`config.mk`:
```
export PLATFORM = sky130hd
export DESIGN_NAME = sprite_motion_ctrl
export DESIGN_NICKNAME = d
export VERILOG_FILES = /design/src/rtl/sprite_motion_ctrl.sv
export SDC_FILE = /design/constraint.sdc
export NUM_CORES = 1
export LEC_CHECK = 0
export CORE_UTILIZATION = 55
export DETAILED_ROUTE_END_ITERATION = 6
export PLACE_DENSITY = 0.78
export SYNTH_ARGS = -nofsm -noshare
export SYNTH_HDL_FRONTEND = slang
export SYNTH_SLANG_ARGS = --single-unit
```
`constraint.sdc`:
```
create_clock -name clock -period 4.2 [get_ports clock]
set_input_delay 0.63 -clock clock [delete_from_list [all_inputs] [get_ports clock]]
set_output_delay 0.63 -clock clock [all_outputs]
set_load 0.05 [all_outputs]
```
`src/rtl/sprite_motion_ctrl.sv`:
```
// sprite_motion_ctrl
//   Turns accepted frame ticks into sprite position updates. On each accepted
//   tick in IDLE the movement requests are sampled and a clamped new origin is
//   computed. If the origin moved, the old sprite is erased and the new one is
//   drawn through a req/done handshake with the pixel-drawing FSM. Ticks that
//   arrive while a handshake is in progress are dropped and counted.
//
// Ports
//   clock        system clock, rising edge
//   resetn       asynchronous active-low reset
//   frame_tick   one-cycle pulse from the rate divider
//   enable       gates frame_tick; a gated tick is neither acted on nor counted
//   mv_left/right/up/down  movement requests, sampled on an accepted tick
//   draw_req     request to the draw engine
//   draw_erase   1 = erase at draw_x/draw_y, 0 = draw sprite there
//   draw_x/y     coordinate of the current request
//   draw_done    acknowledge from the draw engine
//   x, y         committed sprite origin
//   busy         high whenever a handshake is in progress
//   overrun_cnt  dropped-tick count, saturating at 15
module sprite_motion_ctrl #(
  parameter int X_W    = 8,
  parameter int Y_W    = 7,
  parameter int X_MAX  = 152,
  parameter int Y_MAX  = 112,
  parameter int X_INIT = 0,
  parameter int Y_INIT = 0,
  parameter int STEP   = 1
) (
  input  logic           clock,
  input  logic           resetn,
  input  logic           frame_tick,
  input  logic           enable,
  input  logic           mv_left,
  input  logic           mv_right,
  input  logic           mv_up,
  input  logic           mv_down,
  output logic           draw_req,
  output logic           draw_erase,
  output logic [X_W-1:0] draw_x,
  output logic [Y_W-1:0] draw_y,
  input  logic           draw_done,
  output logic [X_W-1:0] x,
  output logic [Y_W-1:0] y,
  output logic           busy,
  output logic [3:0]     overrun_cnt
);

  typedef enum logic [1:0] {IDLE, ERASE, DRAW} state_t;

  // Constants sized one bit wider than the coordinates so the step can never wrap.
  localparam logic [X_W:0]   X_MAX_E  = (X_W+1)'(X_MAX);
  localparam logic [Y_W:0]   Y_MAX_E  = (Y_W+1)'(Y_MAX);
  localparam logic [X_W:0]   X_STEP_E = (X_W+1)'(STEP);
  localparam logic [Y_W:0]   Y_STEP_E = (Y_W+1)'(STEP);
  localparam logic [X_W-1:0] X_RST    = X_W'(X_INIT);
  localparam logic [Y_W-1:0] Y_RST    = Y_W'(Y_INIT);

  state_t         state, next_state;
  logic           tick_ok, xfer_done, moved;
  logic [X_W:0]   x_ext, nx_ext;
  logic [Y_W:0]   y_ext, ny_ext;
  logic [X_W-1:0] pend_x, pend_x_d, draw_x_d, x_d;
  logic [Y_W-1:0] pend_y, pend_y_d, draw_y_d, y_d;
  logic           draw_req_d, draw_erase_d;
  logic [3:0]     overrun_d;

  assign tick_ok   = frame_tick & enable;
  assign xfer_done = draw_req & draw_done;
  assign busy      = (state != IDLE);

  // Candidate next origin: opposite requests cancel, each axis saturates at 0
  // and at its maximum.
  always_comb begin
    x_ext  = {1'b0, x};
    y_ext  = {1'b0, y};
    nx_ext = x_ext;
    ny_ext = y_ext;
    if (mv_left && !mv_right)
      nx_ext = (x_ext >= X_STEP_E) ? x_ext - X_STEP_E : '0;
    else if (mv_right && !mv_left)
      nx_ext = (x_ext + X_STEP_E > X_MAX_E) ? X_MAX_E : x_ext + X_STEP_E;
    if (mv_up && !mv_down)
      ny_ext = (y_ext >= Y_STEP_E) ? y_ext - Y_STEP_E : '0;
    else if (mv_down && !mv_up)
      ny_ext = (y_ext + Y_STEP_E > Y_MAX_E) ? Y_MAX_E : y_ext + Y_STEP_E;
    moved = (nx_ext != x_ext) || (ny_ext != y_ext);
  end

  // State register; reset lands in DRAW so the sprite appears at its initial
  // origin as soon as reset releases.
  always_ff @(posedge clock or negedge resetn) begin
    if (!resetn) state <= DRAW;
    else         state <= next_state;
  end

  always_comb begin
    next_state = state;
    case (state)
      IDLE:    if (tick_ok && moved) next_state = ERASE;
      ERASE:   if (xfer_done)        next_state = DRAW;
      DRAW:    if (xfer_done)        next_state = IDLE;
      default:                       next_state = IDLE;
    endcase
  end

  // Next values of the registered outputs. On ERASE completion draw_req stays
  // high and only the fields change, so the draw request follows back to back.
  always_comb begin
    draw_req_d   = draw_req;
    draw_erase_d = draw_erase;
    draw_x_d     = draw_x;
    draw_y_d     = draw_y;
    x_d          = x;
    y_d          = y;
    pend_x_d     = pend_x;
    pend_y_d     = pend_y;
    overrun_d    = overrun_cnt;
    case (state)
      IDLE: begin
        if (tick_ok && moved) begin
          draw_req_d   = 1'b1;
          draw_erase_d = 1'b1;
          draw_x_d     = x;
          draw_y_d     = y;
          pend_x_d     = nx_ext[X_W-1:0];
          pend_y_d     = ny_ext[Y_W-1:0];
        end
      end
      ERASE: begin
        if (xfer_done) begin
          draw_erase_d = 1'b0;
          draw_x_d     = pend_x;
          draw_y_d     = pend_y;
          x_d          = pend_x;
          y_d          = pend_y;
        end
      end
      DRAW: begin
        if (xfer_done) draw_req_d = 1'b0;
      end
      default: draw_req_d = 1'b0;
    endcase
    if (tick_ok && state != IDLE && overrun_cnt != 4'hF)
      overrun_d = overrun_cnt + 4'd1;
  end

  always_ff @(posedge clock or negedge resetn) begin
    if (!resetn) begin
      draw_req    <= 1'b1;
      draw_erase  <= 1'b0;
      draw_x      <= X_RST;
      draw_y      <= Y_RST;
      x           <= X_RST;
      y           <= Y_RST;
      pend_x      <= X_RST;
      pend_y      <= Y_RST;
      overrun_cnt <= 4'd0;
    end else begin
      draw_req    <= draw_req_d;
      draw_erase  <= draw_erase_d;
      draw_x      <= draw_x_d;
      draw_y      <= draw_y_d;
      x           <= x_d;
      y           <= y_d;
      pend_x      <= pend_x_d;
      pend_y      <= pend_y_d;
      overrun_cnt <= overrun_d;
    end
  end

endmodule

```
* Word level (Yosys, flattened, before mapping) *
Index checks and enable logic that the tools add are counted.
Widths: inputs -> output; s select.

word-level totals
  register bits = 53
  input port bits = 9

operators by class
  $add $sub $neg = 5
  $lt $le $gt $ge = 4
  equality and inequality tests = 8
  muxes and demuxes = 22
  bitwise gates (word level) = 3
  reductions and logical operators = 20

operators by type and width
  kind                 count
  $mux 8               6
  $mux 9               4
  $pmux 8 s2           1
  $mux 7               2
  $pmux 7 s2           1
  $add 8x1->9 const B  1
  $gt 9x8->1 const B   1
  $ne 9x8->1           1
  $reduce_and 3->1     3
  $sub 8x1->9 const B  1
  $add 7x1->8 const B  1
  $ge 8x1->1 const B   1
  $gt 8x7->1 const B   1
  $ne 8x7->1           1
  $sub 7x1->8 const B  1
  $ge 7x1->1 const B   1
  $logic_and 1x1->1    7
  $mux 2               3
  $ne 2x2->1 const B   3
  $pmux 2 s3           1
  $add 4x1->4 const B  1
  $logic_not 1->1      4
  $ne 4x4->1 const B   1
  $reduce_and 2->1     2
  other kinds (10)     13

* Longest topological paths before layout *
  word-level depth = 10
  depth in mapped cells = 13

* Worst setup path after synthesis *
OpenSTA, ideal clock, no wires.

  kind = register to register
  from = reg y[1]
  to = reg pend_x[3]
  library setup time = 0.125 ns
  arrival = 3.495 ns
  slack = 0.580 ns
  cell stages (with the launch flop) = 13
  buffers on the path = 3
  cell sequence = dfrtp_1 > clkbuf_1 > inv_1 > ha_1 > or4b_1 > o21ai_1 > nand4_1 > a2111oi_0 > nand4_1 > o31a_1 > buf_6 > buf_12 > mux2_4

on the way
  word-level cells in the longest chain between the ends = 9
  elaborated cells between the ends (all ways) = 12

RTL lines
  what                          RTL line  RTL
  from (decl)                   44        output logic [Y_W-1:0] y,
  from (signal assigned)        165       y <= y_d;
  $add 7x1->8                   86        ny_ext = (y_ext + Y_STEP_E > Y_MAX_E) ? Y_MAX_E : y_ext + Y_STEP_E;
  $gt 8x7->1                    86
  $mux 8                        86
  $mux 8                        85        else if (mv_down && !mv_up)
  $mux 8                        83        if (mv_up && !mv_down)
  $ne 8x7->1 *                  87        moved = (nx_ext != x_ext) || (ny_ext != y_ext);
  $logic_or 1x1->1 *            87
  $logic_and 1x1->1 *           121       if (tick_ok && moved) begin
  $reduce_and 2->1 (no line) *  --
  to (signal assigned)          166       pend_x <= pend_x_d;
  to (decl)                     63        logic [X_W-1:0] pend_x, pend_x_d, draw_x_d, x_d;

Every way passes the cells marked *; elsewhere a longest branch is shown, timed or not.
A chain may end at the register's enable or synchronous reset.

* Worst setup path after layout *
  from = reg y[1]
  to = reg draw_x[6]

on the way
  word-level cells in the longest chain between the ends = 10
  elaborated cells between the ends (all ways) = 13

RTL lines
  what                          RTL line  RTL
  $add 7x1->8                   86
  $gt 8x7->1                    86
  $mux 8                        86
  $mux 8                        85
  $mux 8                        83
  $ne 8x7->1 *                  87
  $logic_or 1x1->1 *            87
  $logic_and 1x1->1 *           121
  $ne 2x2->1 (no line) *        --
  $reduce_and 3->1 (no line) *  --
  to (signal assigned)          162       draw_x <= draw_x_d;
  to (decl)                     40        output logic [X_W-1:0] draw_x,

Marked as above.

==> metrics.cfg <==
[outcome]
status=completed

[die]
initial_core_util_pct=57.0
die_h_um=88.7
fp.dieW_um=88.7
std_cell_rows=31
num_io_pins=46
dieArea_um2=7870
core_area_um2=7250

[timing]
tightestPinTransition_ps=911
clock_skew_ps=5.87
rsz0062_at_grt=false
fin_crit_sh_pct=92.9
finalSetupTns_ps=0
finalSetupViolCount=0
fmax_mhz=256
slew_violations=0
maxSlewHeadroom_pct=39.1
finalHoldViolCount=0
fin_crit_ps=3900

[route]
dr_total_vias=4058
first_iter_violations=316
viasPerCell=6.55
wl_per_cell_um=17.6
route.detailed.drc=0
wl_mm=10.9
drt_first_pass_iters=5
ant_nets=0

[setup_path]
cp-start-kind=register
cp_max_fo=32
end_kind=register
worstPathArrival_ps=4150
cp.required_ps=4450
criticalPathCategory=register to register

[global_routing]
grt_overflow=0
grt_pass1_vias=3493
grt_max_degree=41
grtUsageTotal_pct=28.7
grt_pass1_wl_mm=17.5
antenna_found_initial=0

[logic_synthesis]
yosysSeqAreaShare_pct=32.1
synth_edf_count=0
synth_flop_cell=dfrtp_1
yosys_warnings=0
ys_types=64
synth-seq-cells=53
netlist_instances=503
syn_area_um2=4140
syn_nets=521
yosys.area.top_type=dfrtp_1
synth_top_cell_area_share_pct=30.9
avgSynthCellArea_um2=8.22
synthArstFlopShare_pct=100
synth_area_leaders=dfrtp_1, nand2_1, o21ai_0

[pwr]
leakage_nw=1.86
irDropWorstVdd_v=0.000547
p_per_area_nw_per_um2=858
totalPowerFinal_w=0.00402

[cts]
cts_tree=built
ctsRootBufferMaster=clkbuf_8
clk_latency_ps=310
post_cts_buffers=0
htreeDepth=2
cts_resized=0
clkTransAtPathRegs_ps=90
cts-hold-fix-buffers=0
cts_sinks=53
clockBufferDepth=2
cts_inserted_buffers=5

[flow_run]
cap_violations=0

[finish]
final_common_cell=nand2_1
antenna_cells=0
final_cell_mix=nand2_1, dfrtp_1, clkdlybuf4s50_1
layout-drive-gt1-share_pct=8.45
final_core_util_pct=64.6
fin_nets=538
area_growth_pct=13.3

[placed_design]
place_hpwl_mm=7.52
io_buffers=45
gp_congestion=0.941

[worst_hold_path]
hp-class=primary input to asynchronous set/reset pin

cell families (layout without fill, tap and decap cells):
kind of cell / after synthesis / count (layout) / synth area share [%]
AOI/OAI and AO/OA: 136 / 136 / 22.7
xor gates and xnor gates: 12 / 12 / 2.54
adders and majority gates: 9 / 9 / 2.72
buffers and inverters: 60 / 78 / 6.81
DFF: 53 / 53 / 32.1
muxes: 18 / 18 / 5.33
and+or+nand+nor: 215 / 215 / 27.7
per-stage QoR:
step	cell area [um2]	hold WS, ps	setup slack, ps	std cells
after floorplan	4140	334	580	503
after global placement	4570	484	271	612
after detailed placement	4570	475	229	612
after CTS	4690	214	266	620
after global routing	4690	230	45.6	620
final	4690	209	297	620
critical path, stage by stage (launching register included):
cell and delay [ps]:
dfrtp_1 370, buf_4 180, inv_1 160, ha_1 260
or4b_1 470, o21ai_1 380, nand4_1 190, a2111oi_1 570
nand4_1 310, buf_4 320, or4_1 530, nand3_1 100
worst paths after layout:
kind                                 start    endpoint  slack (ps)  depth (start not counted)
max in group asynchronous           resetn   draw_x[6]        3180                          2
worst min-delay path                resetn   draw_y[0]         210                          1
min in group clock              draw_erase  draw_erase         490                          1
worst max-delay path                  y[1]   draw_x[6]         300                         11
worst max register to register        y[1]   draw_x[6]         300                         11
worst min register to register  draw_erase  draw_erase         490                          1
synth_stat cells, types with 3 or more instances:
cell type / number
a31oi_1: 10
nor2b_1: 6
ha_1: 9
a21o_1: 7
or3_1: 5
nor4_1: 10
a2111oi_0: 4
buf_6: 3
xnor2_1: 9
nor4b_1: 8
nand4_1: 7
mux2_2: 8
nor2_1: 24
o21ai_0: 43
mux2_4: 6
nand3b_1: 5
dfrtp_1: 51
nand2b_1: 4
nand2_1: 70
a21oi_1: 14
inv_1: 11
clkbuf_1: 33
nor3_1: 8
or4_1: 17
a311oi_1: 3
xor2_1: 3
o211ai_1: 3
a211oi_1: 6
mux2i_1: 4
nand3_1: 27
buf_2: 8
a22oi_1: 3
and3_1: 6
and2_1: 7
a222oi_1: 15
registers in the layout, indices dropped and copies added, names as in the netlist:
name	flops
draw_req	1
overrun_cnt	4
draw_y	7
draw_erase	1
draw_x	8
pend_x	8
x	8
y	7
pend_y	7
state	2
per-layer routing:
metal	part of all wire, %	GRT usage [%]	vias up	wire length (um)
li1	-	-	1933	-
met1	46	43.8	1913	4990
met2	45	42.8	199	4900
met3	8.1	3.17	13	884
met4	1.4	7.92	0	150
met5	0	0	-	0
final cells by class:
cell class	count	area, um2
clock buffers	6	82.6
clock inverters	2	37.5
fillers	625	2570
well taps	99	124
inverters	13	48.8
flip-flops and latches	53	1330
multi-input cells	390	2530
repair buffers	57	536
report_power, final:
group,internal [W],total (W),switching [W]
clock network,0.000194,0.000362,0.000168
logic,0.000919,0.00249,0.00157
registers,0.000752,0.00117,0.000418
Power figures use the tool's default switching activity.
